**src/rtl/idli_mem_arb_m.sv**
```systemverilog
// Arbiter/sequencer sharing the SQI memory path between branch redirects and LSU accesses.
// state    | meaning
// FETCH    | instruction stream flowing; requests sampled at boundaries
// BR_ADDR  | branch target shifted out on the slice bus
// LS_ADDR  | data address shifted out
// RET_ADDR | resume fetch address shifted out
// SETUP_F  | waiting for the first instruction word after a redirect
// SETUP_LS | waiting for load data or write-data acceptance
// ST_DATA  | store data period followed by a zero period
module idli_mem_arb_m #(
    parameter bit LS_PRIO = 1'b1
) (
    input  logic        i_sqi_gck,
    input  logic        i_sqi_rst_n,
    input  logic [1:0]  i_sqi_ctr,
    input  logic        i_br_vld,
    input  logic [15:0] i_br_addr,
    output logic        o_br_acp,
    input  logic        i_ls_vld,
    input  logic        i_ls_wr,
    input  logic [15:0] i_ls_addr,
    input  logic [15:0] i_ls_wdata,
    input  logic [15:0] i_ls_pc,
    output logic        o_ls_acp,
    output logic        o_ls_done,
    output logic [15:0] o_ls_rdata,
    input  logic        i_stall_req,
    output logic        o_fetch_hold,
    output logic        o_mem_redirect,
    output logic        o_mem_wr_en,
    output logic        o_mem_stall,
    output logic [3:0]  o_mem_slice,
    input  logic        i_mem_wr_acp,
    input  logic [15:0] i_mem_word,
    input  logic        i_mem_word_vld
);

    typedef enum logic [2:0] {
        FETCH, BR_ADDR, LS_ADDR, RET_ADDR, SETUP_F, SETUP_LS, ST_DATA
    } state_t;

    state_t      state;
    logic [15:0] addr;
    logic [15:0] ls_pc;
    logic [15:0] wdata;
    logic [15:0] pend_addr;
    logic        pend_vld;
    logic        ls_wr;
    logic        st_phase;

    logic bnd;
    logic grant_ls;
    logic grant_br;
    logic [15:0] ret_addr;

    assign bnd      = (i_sqi_ctr == 2'd3);
    assign grant_ls = i_ls_vld && (!i_br_vld || LS_PRIO);
    assign grant_br = i_br_vld && (!i_ls_vld || !LS_PRIO);
    assign ret_addr = pend_vld ? pend_addr : ls_pc;

    always_ff @(posedge i_sqi_gck or negedge i_sqi_rst_n) begin
        if (!i_sqi_rst_n) begin
            state      <= FETCH;
            addr       <= '0;
            ls_pc      <= '0;
            wdata      <= '0;
            pend_addr  <= '0;
            pend_vld   <= 1'b0;
            ls_wr      <= 1'b0;
            st_phase   <= 1'b0;
            o_br_acp   <= 1'b0;
            o_ls_acp   <= 1'b0;
            o_ls_done  <= 1'b0;
            o_ls_rdata <= '0;
        end else begin
            o_br_acp  <= 1'b0;
            o_ls_acp  <= 1'b0;
            o_ls_done <= 1'b0;
            if (bnd) begin
                case (state)
                    FETCH: begin
                        if (grant_ls) begin
                            state    <= LS_ADDR;
                            o_ls_acp <= 1'b1;
                            addr     <= i_ls_addr;
                            ls_pc    <= i_ls_pc;
                            wdata    <= i_ls_wdata;
                            ls_wr    <= i_ls_wr;
                            // a losing branch is parked and becomes the return target
                            if (i_br_vld) begin
                                pend_vld  <= 1'b1;
                                pend_addr <= i_br_addr;
                                o_br_acp  <= 1'b1;
                            end
                        end else if (grant_br) begin
                            state    <= BR_ADDR;
                            o_br_acp <= 1'b1;
                            addr     <= i_br_addr;
                        end
                    end
                    BR_ADDR:  state <= SETUP_F;
                    LS_ADDR:  state <= SETUP_LS;
                    RET_ADDR: state <= SETUP_F;
                    SETUP_F: begin
                        if (i_mem_word_vld) state <= FETCH;
                    end
                    SETUP_LS: begin
                        if (ls_wr) begin
                            if (i_mem_wr_acp) begin
                                state    <= ST_DATA;
                                st_phase <= 1'b0;
                            end
                        end else if (i_mem_word_vld) begin
                            o_ls_rdata <= i_mem_word;
                            o_ls_done  <= 1'b1;
                            state      <= RET_ADDR;
                            addr       <= ret_addr;
                            pend_vld   <= 1'b0;
                        end
                    end
                    ST_DATA: begin
                        if (!st_phase) begin
                            st_phase <= 1'b1;
                        end else begin
                            o_ls_done <= 1'b1;
                            state     <= RET_ADDR;
                            addr      <= ret_addr;
                            pend_vld  <= 1'b0;
                        end
                    end
                    default: state <= FETCH;
                endcase
            end
        end
    end

    logic [15:0] addr_sh;
    logic [15:0] wdata_sh;

    assign addr_sh  = addr >> {i_sqi_ctr, 2'b00};
    assign wdata_sh = wdata >> {i_sqi_ctr, 2'b00};

    always_comb begin
        o_mem_redirect = (state == BR_ADDR) || (state == LS_ADDR) || (state == RET_ADDR);
        o_mem_wr_en    = ((state == SETUP_LS) && ls_wr) || (state == ST_DATA);
        o_mem_stall    = (state == FETCH) && i_stall_req && i_sqi_rst_n;
        // the word that ends SETUP_F is the first valid instruction, so it is not held
        o_fetch_hold   = (state != FETCH) && !((state == SETUP_F) && bnd && i_mem_word_vld);
        o_mem_slice    = 4'd0;
        if (o_mem_redirect)
            o_mem_slice = addr_sh[3:0];
        else if ((state == ST_DATA) && !st_phase)
            o_mem_slice = wdata_sh[3:0];
    end

endmodule

```
**config.mk**
```make
export PLATFORM = sky130hd
export DESIGN_NAME = idli_mem_arb_m
export DESIGN_NICKNAME = d
export VERILOG_FILES = /design/src/rtl/idli_mem_arb_m.sv
export SDC_FILE = /design/constraint.sdc
export NUM_CORES = 1
export LEC_CHECK = 0
export CORE_MARGIN = 2
export CORE_UTILIZATION = 49
export DETAILED_ROUTE_END_ITERATION = 7
export GPL_TIMING_DRIVEN = 0
export PLACE_DENSITY = 0.81
export SLEW_MARGIN = 15
export SYNTH_ARGS = -nofsm -noshare
export SYNTH_HDL_FRONTEND = slang
export SYNTH_SLANG_ARGS = --single-unit
```
**constraint.sdc**
```tcl
create_clock -name i_sqi_gck -period 2 [get_ports i_sqi_gck]
set_input_delay 0.5 -clock i_sqi_gck [delete_from_list [all_inputs] [get_ports i_sqi_gck]]
set_output_delay 0.5 -clock i_sqi_gck [all_outputs]
set_load 0.02 [all_outputs]
```
==> results of run 1 <==
-- synth_stat cells, types with 2 or more instances --
master	count	area, um^2
mux4_2	8	180.2
o21ai_0	3	15.01
mux2_1	7	78.83
and3_1	4	25.02
a21oi_1	5	25.02
buf_2	10	50.05
a32o_1	4	40.04
a31oi_1	2	12.51
buf_6	6	67.56
mux2_2	60	675.7
mux2i_1	48	480.5
buf_4	3	22.52
nand2_1	9	33.78
mux2_4	13	195.2
inv_1	4	15.01
nor2_1	5	18.77
dfrtp_1	89	2227
-- path summary, 6_finish.rpt --
| check | start | endpoint | depth (start not counted) |
|---|---|---|---|
| max | addr[2]$_DFFE_PN0P_ | o_mem_slice[2] | 3 |
| min | i_sqi_rst_n | pend_addr[10]$_DFFE_PN0P_ | 1 |
| max reg2reg | state[1]$_DFFE_PN0P_ | pend_addr[10]$_DFFE_PN0P_ | 8 |
| min reg2reg | addr[13]$_DFFE_PN0P_ | addr[13]$_DFFE_PN0P_ | 1 |
| max in group asynchronous | i_sqi_rst_n | ls_pc[7]$_DFFE_PN0P_ | 2 |
| min in group i_sqi_gck | addr[13]$_DFFE_PN0P_ | addr[13]$_DFFE_PN0P_ | 1 |
-- sequential cells by signal (all words and copies together), names as in the netlist --
| signal | flops |
|---|---|
| addr | 16 |
| ls_pc | 16 |
| ls_wr | 1 |
| o_br_acp | 1 |
| o_ls_acp | 1 |
| o_ls_done | 1 |
| o_ls_rdata | 16 |
| pend_addr | 16 |
| pend_vld | 1 |
| st_phase | 1 |
| state | 3 |
| wdata | 16 |
-- routing by layer --
layer	GRT usage, %	vias up
li1	-	1407
met1	27.95	1528
met2	37.84	94
met3	2.881	20
met4	10.43	0
met5	0	-
-- power groups by stage --
stage / clock, mW / sequential [mW] / combinational [mW]
after floorplan: 0 / 2.96 / 2.16
after global placement: 0 / 2.91 / 3.16
after detailed placement: 0 / 2.96 / 3.26
after CTS: 1.59 / 2.93 / 3.37
after global routing: 1.66 / 3.02 / 3.66
final: 1.57 / 2.94 / 3.43
-- worst max-delay path, cell delays in order (launching register included) --
cell and delay, ns:
dfrtp_1 0.41, mux4_2 0.50, a32o_2 0.25, buf_6 0.13
-- logic make-up (layout without fill, tap and decap cells) --
| family | Yosys count | count (layout) |
|---|---|---|
| flip-flops | 89 | 89 |
| multiplexers | 136 | 136 |
| AO/OA/AOI/OAI | 26 | 26 |
| buffers and inverters | 25 | 167 |
| AND/OR/NAND/NOR | 30 | 30 |
-- what timing repair did --
item,4_1_cts,5_1_grt
pin swaps,1,4
resized for setup,50,11
gates cloned,1,1
setup buffers,4,5
hold buffers,0,0
setup endpoints to repair,27,54
-- layout make-up --
| type | instances | share of cell area, % |
|---|---|---|
| clock inverters | 4 | 1.580 |
| flip-flops and latches | 89 | 36.07 |
| repair buffers | 126 | 20.82 |
| plain buffers | 21 | 2.937 |
| well taps | 108 | 2.188 |
| inverters | 4 | 0.2431 |
| multi-input cells | 192 | 33.48 |
| clock buffers | 12 | 2.674 |
-- per-stage QoR --
stage	hold WS, ns	instances	util (%)	total power, mW	worst slack, ns
4_1_cts	0.03737	550	69.42	7.887	-0.1544
3_3_place_gp	0.4748	528	65.19	6.071	-3.452
6_report	0.03536	556	70.49	7.934	-0.1466
3_5_place_dp	0.4834	529	65.48	6.217	-0.5896
2_1_floorplan	0.2044	306	-	5.120	0.01148
5_1_grt	0.04504	556	70.49	8.335	-0.1709
==> impl_metrics.yaml, run 1 <==
run_status:
  status: "complete, but fails checks"
  violations: "negative setup slack"
route:
  met1_length_um: 4329
  wl_per_cell_um: 18.97
  drt_wl_total_um: 10550
  ant_nets: 0
  route.met2.wl_um: 5499
  routed.top_layer: "met4"
  vias: 3049
  route.detailed.drc: 0
  dr.pass1.iters: 4
  vias_per_cell: 5.484
  drtIter0Drc: 196
  wl_met3_um: 453
setup_path:
  critPathRequiredTime_ns: 1.50
  critPathLaunchType: "register"
  end_kind: "primary output"
  crit_fanout: 2
  crit_type: "reg -> out"
  r2r_slack_ns: 0.06
  arrival_ns: 1.65
power:
  pwr-share-seq_pct: 37.0
  power_density_mw_per_mm2: 1284
  power_frac_comb_pct: 43.2
  switchingPower_mw: 2.538
  sw_frac_of_total_pct: 31.98
  p_leak_nw: 2.942
  p_clk_share_pct: 19.8
  ir_drop_v: 0.0006861
  power.internal_mw: 5.397
floorplan:
  rows: 34
  initial_core_util_pct: 50.57
  die_area_mm2: 0.009821
  fp.coreArea_mm2: 0.008763
  pin_count: 117
  die_y_um: 99.10
  die_w_um: 99.10
yosys:
  synth_cells: 306
  synth_cell_type_count: 43
  synth-adder-area-share_pct: 0
  avgSynthCellArea_um2: 14.48
  synthesis.nets: 396
  synth_mux_area_share_pct: 36.34
  syn_area_mm2: 0.004432
  synth_top_family_by_area: "multiplexers"
  synth_compound_area_share_pct: 4.800
  postSynth.asyncResetShare_pct: 100.0
  synth-simple-area-share_pct: 4.941
  ys.flop_type: "dfrtp_1"
  yosys.area_share.xor_xnor_pct: 0
  seq_area_frac_synth_pct: 50.25
  synth-seq-cells: 89
  yosys_warnings: 0
  synth_edf_count: 0
finish:
  multi_input_area_mm2: 0.002068
  finalNetCount: 533
  final_common_cell: "clkdlybuf4s50_1"
  seq_area_mm2: 0.002228
  antenna_cells: 0
  drive_gt1_share_pct: 34.82
  nFillCells: 579
  mostFrequentLayoutCells: "104 x clkdlybuf4s50_1, 88 x dfrtp_1, 60 x mux2_2, 48 x mux2i_1, 17 x buf_4"
  design_area_mm2: 0.006177
  area_growth_pct: 39.38
sta:
  setup_ws_ns: -0.1466
  rsz0062_at_grt: "yes"
  max_freq_mhz: 465.9
  slew_headroom_pct: 70.40
  period_share_pct: 107.3
  setup_tns_ns: -0.4776
  max_slew.worst_pin.slew_ns: 0.4440
  skew_ns: 0.01079
  min_period_ns: 2.147
  maxSlewViolCount: 0
  finalHoldViolCount: 0
  setup_viol: 4
flow_run:
  cap_violations: 0
clock_network:
  cts.clk_slew.worst_paths_ns: 0.09
  clkLatencyLatePin_ns: 0.35
  cts_tree: "yes"
  cts_buffers: 9
  cts_root_buf: "clkbuf_8"
  clk_path_buf_depth: 2
  htreeDepth: 3
  clkSinkCount: 89
global_route:
  antenna_found_initial: 0
  grt_pass1_vias: 3309
  grt_max_degree: 38
  grt_usage_pct: 22.10
  globalRouteOverflowTotal: 0
  grt_pass1_wl_um: 16810
worst_hold_path:
  hold_class: "in -> async"
place:
  dp_hpwl_um: 7453
  place_area_mm2: 0.005738
  gp_routability_congestion: 0.8330
  io_buffers: 114
Note: power is estimated with default switching activity, not from simulation.
==> run 2, diff against run 1 <==
--- a/config.mk
+++ b/config.mk
@@ -6,10 +6,11 @@
 export NUM_CORES = 1
 export LEC_CHECK = 0
 export CORE_MARGIN = 2
-export CORE_UTILIZATION = 49
+export CORE_UTILIZATION = 53
 export DETAILED_ROUTE_END_ITERATION = 7
 export GPL_TIMING_DRIVEN = 0
-export PLACE_DENSITY = 0.81
+export MAX_ROUTING_LAYER = met4
+export PLACE_DENSITY = 0.86
 export SLEW_MARGIN = 15
 export SYNTH_ARGS = -nofsm -noshare
 export SYNTH_HDL_FRONTEND = slang
==> constraint.sdc (replaced) <==
create_clock -name i_sqi_gck -period 2.65 [get_ports i_sqi_gck]
set_input_delay 0.6625 -clock i_sqi_gck [delete_from_list [all_inputs] [get_ports i_sqi_gck]]
set_output_delay 0.6625 -clock i_sqi_gck [all_outputs]
set_load 0.02 [all_outputs]
==> run 2 against run 1 <==
Compared with the run above:
- cell count is 2.2% lower
- highest routed layer unchanged
- critical path type is now in -> out
- via count is 2.6% lower
- first-iteration DRC count is 21% lower
- the run now ends clean
- sequential power is 25% lower
- non-clock buffer count is 9 lower
- core utilization is 2.5 points higher
==> impl_metrics.yaml, run 2 (same netlist as run 1, synthesis figures left out) <==
sta:
  slew_headroom_pct: 71.01
  maxSlewViolCount: 0
  min_period_ns: 2.611
  skew_ns: 0.01452
  period_share_pct: 98.52
  max_freq_mhz: 383.0
  finalHoldViolCount: 0
  rsz0062_at_grt: "no"
  setup_viol: 0
  max_slew.worst_pin.slew_ns: 0.4349
clock_network:
  cts.clk_slew.worst_paths_ns: 0.09
  hold_buffers: 0
  cts_buffers: 9
  clk_path_buf_depth: 2
  htreeDepth: 3
  cts_root_buf: "clkbuf_8"
  cts_tree: "yes"
  clkLatencyLatePin_ns: 0.36
  clkSinkCount: 89
setup_path:
  reg2reg_depth: 6
  crit_type: "in -> out"
  cp.depth: 4
  crit_fanout: 10
  critPathLaunchType: "primary input"
  path_buf_inv: 2
  r2r-start: "state[2]$_DFFE_PN0P_"
  crit_start: "i_sqi_ctr[0]"
  max_stage_delay_ns: 0.52
  arrival_ns: 1.95
  cp_top_family: "multiplexers"
  end_kind: "primary output"
  reg2reg_to: "ls_pc[15]$_DFFE_PN0P_"
  worstPathCellList: "buf_6 > mux4_2 > a32o_1 > dlygate4sd2_1"
  crit_end: "o_mem_slice[3]"
  crit_slowest_cell: "mux4_2"
  critPathRequiredTime_ns: 1.99
  r2r_slack_ns: 0.69
finish:
  area_growth_pct: 34.58
  mostFrequentLayoutCells: "106 x clkdlybuf4s50_1, 89 x dfrtp_1, 60 x mux2_2, 48 x mux2i_1, 13 x mux2_4"
  layoutNonFillerInstCount: 544
  finalNetCount: 524
  drive_gt1_share_pct: 29.61
  antenna_cells: 0
  final_common_cell: "clkdlybuf4s50_1"
route:
  drtIter0Drc: 154
  route.detailed.drc: 0
  dr.pass1.iters: 4
  wl_per_cell_um: 18.78
  vias: 2971
  wl_met3_um: 446
  route.met2.wl_um: 5338
  routed.top_layer: "met4"
  met1_length_um: 4176
  drt_wl_total_um: 10220
  vias_per_cell: 5.461
  ant_nets: 0
run_status:
  status: "completed"
floorplan:
  die_area_mm2: 0.009109
  initial_core_util_pct: 54.21
  rows: 33
  pin_count: 117
  fp.coreArea_mm2: 0.008175
  die_w_um: 95.44
  die_y_um: 95.44
global_route:
  grt_pass1_vias: 3170
  grt_pass1_wl_um: 15860
  globalRouteOverflowTotal: 0
  grt_usage_pct: 24.03
  grt_max_degree: 34
  antenna_found_initial: 0
power:
  power_mw: 5.556
  power_density_mw_per_mm2: 931.5
  p_leak_nw: 2.847
  ir_drop_v: 0.0003651
place:
  gp_routability_congestion: 0.8683
  dp_hpwl_um: 7439
  placed_cells: 526
  io_buffers: 114
worst_hold_path:
  hold_class: "in -> async"
flow_run:
  cap_violations: 0
[run 2: final cells by class]
cell class | count | area (um^2)
Buffer | 21 | 151.4
Clock buffer | 11 | 141.4
Clock inverter | 5 | 37.54
Fill cell | 536 | 2211
Inverter | 4 | 15.01
Multi-Input combinational cell | 192 | 2048
Sequential cell | 89 | 2227
Tap cell | 105 | 131.4
Timing Repair Buffer | 117 | 1212
[run 2: metrics by stage]
step / hold WS (ns) / cell area, um^2 / util [%] / setup TNS [ns] / setup WS [ns]
final: 0.1515 / 5964 / 72.96 / 0 / 0.03928
after detailed placement: 0.4790 / 5729 / 70.08 / -1.371 / -0.2540
after CTS: 0.1528 / 5952 / 72.80 / 0 / 0.009367
after global placement: 0.4725 / 5704 / 69.77 / -204.82 / -3.099
after floorplan: 0.3669 / 4432 / - / 0 / 0.3147
after global routing: 0.1522 / 5964 / 72.96 / 0 / 0.002830
[run 2: worst min path at each step]
stage                        startpoint                     to  cells past startpoint
floorplan                   i_sqi_rst_n    addr[0]$_DFFE_PN0P_                      0
global placement    addr[7]$_DFFE_PN0P_    addr[7]$_DFFE_PN0P_                      1
detailed placement  addr[8]$_DFFE_PN0P_    addr[8]$_DFFE_PN0P_                      1
CTS                         i_sqi_rst_n  ls_pc[10]$_DFFE_PN0P_                      1
global route                i_sqi_rst_n  ls_pc[10]$_DFFE_PN0P_                      1
finish                      i_sqi_rst_n  ls_pc[10]$_DFFE_PN0P_                      1
[run 2: power by group]
part / leakage (nW) / internal, mW / switching, mW
clock: 0.0863 / 0.372 / 0.501
sequential: 1.15 / 1.90 / 0.305
combinational: 1.61 / 1.38 / 1.09
[run 2: routing by layer]
layer | global-route usage [%] | up-vias
met4 | 10.12 | 0
met3 | 3.320 | 20
met5 | - | -
met1 | 29.49 | 1470
met2 | 40.14 | 95
li1 | - | 1386
[run 2: timing repair]
| item | 4_1_cts | 5_1_grt |
|---|---|---|
| setup endpoints to repair | 6 | 5 |
| gates cloned | 1 | 0 |
| resized for setup | 9 | 2 |
| hold endpoints to repair | 0 | 0 |
| setup buffers | 0 | 1 |
==> run 3, diff against run 2 <==
--- a/config.mk
+++ b/config.mk
@@ -8,6 +8,7 @@
 export CORE_MARGIN = 2
 export CORE_UTILIZATION = 53
 export DETAILED_ROUTE_END_ITERATION = 7
+export GPL_ROUTABILITY_DRIVEN = 0
 export GPL_TIMING_DRIVEN = 0
 export MAX_ROUTING_LAYER = met4
 export PLACE_DENSITY = 0.86
==> results of run 3 <==
Same layout as run 2: the final DEF is identical, and so are final timing and power.
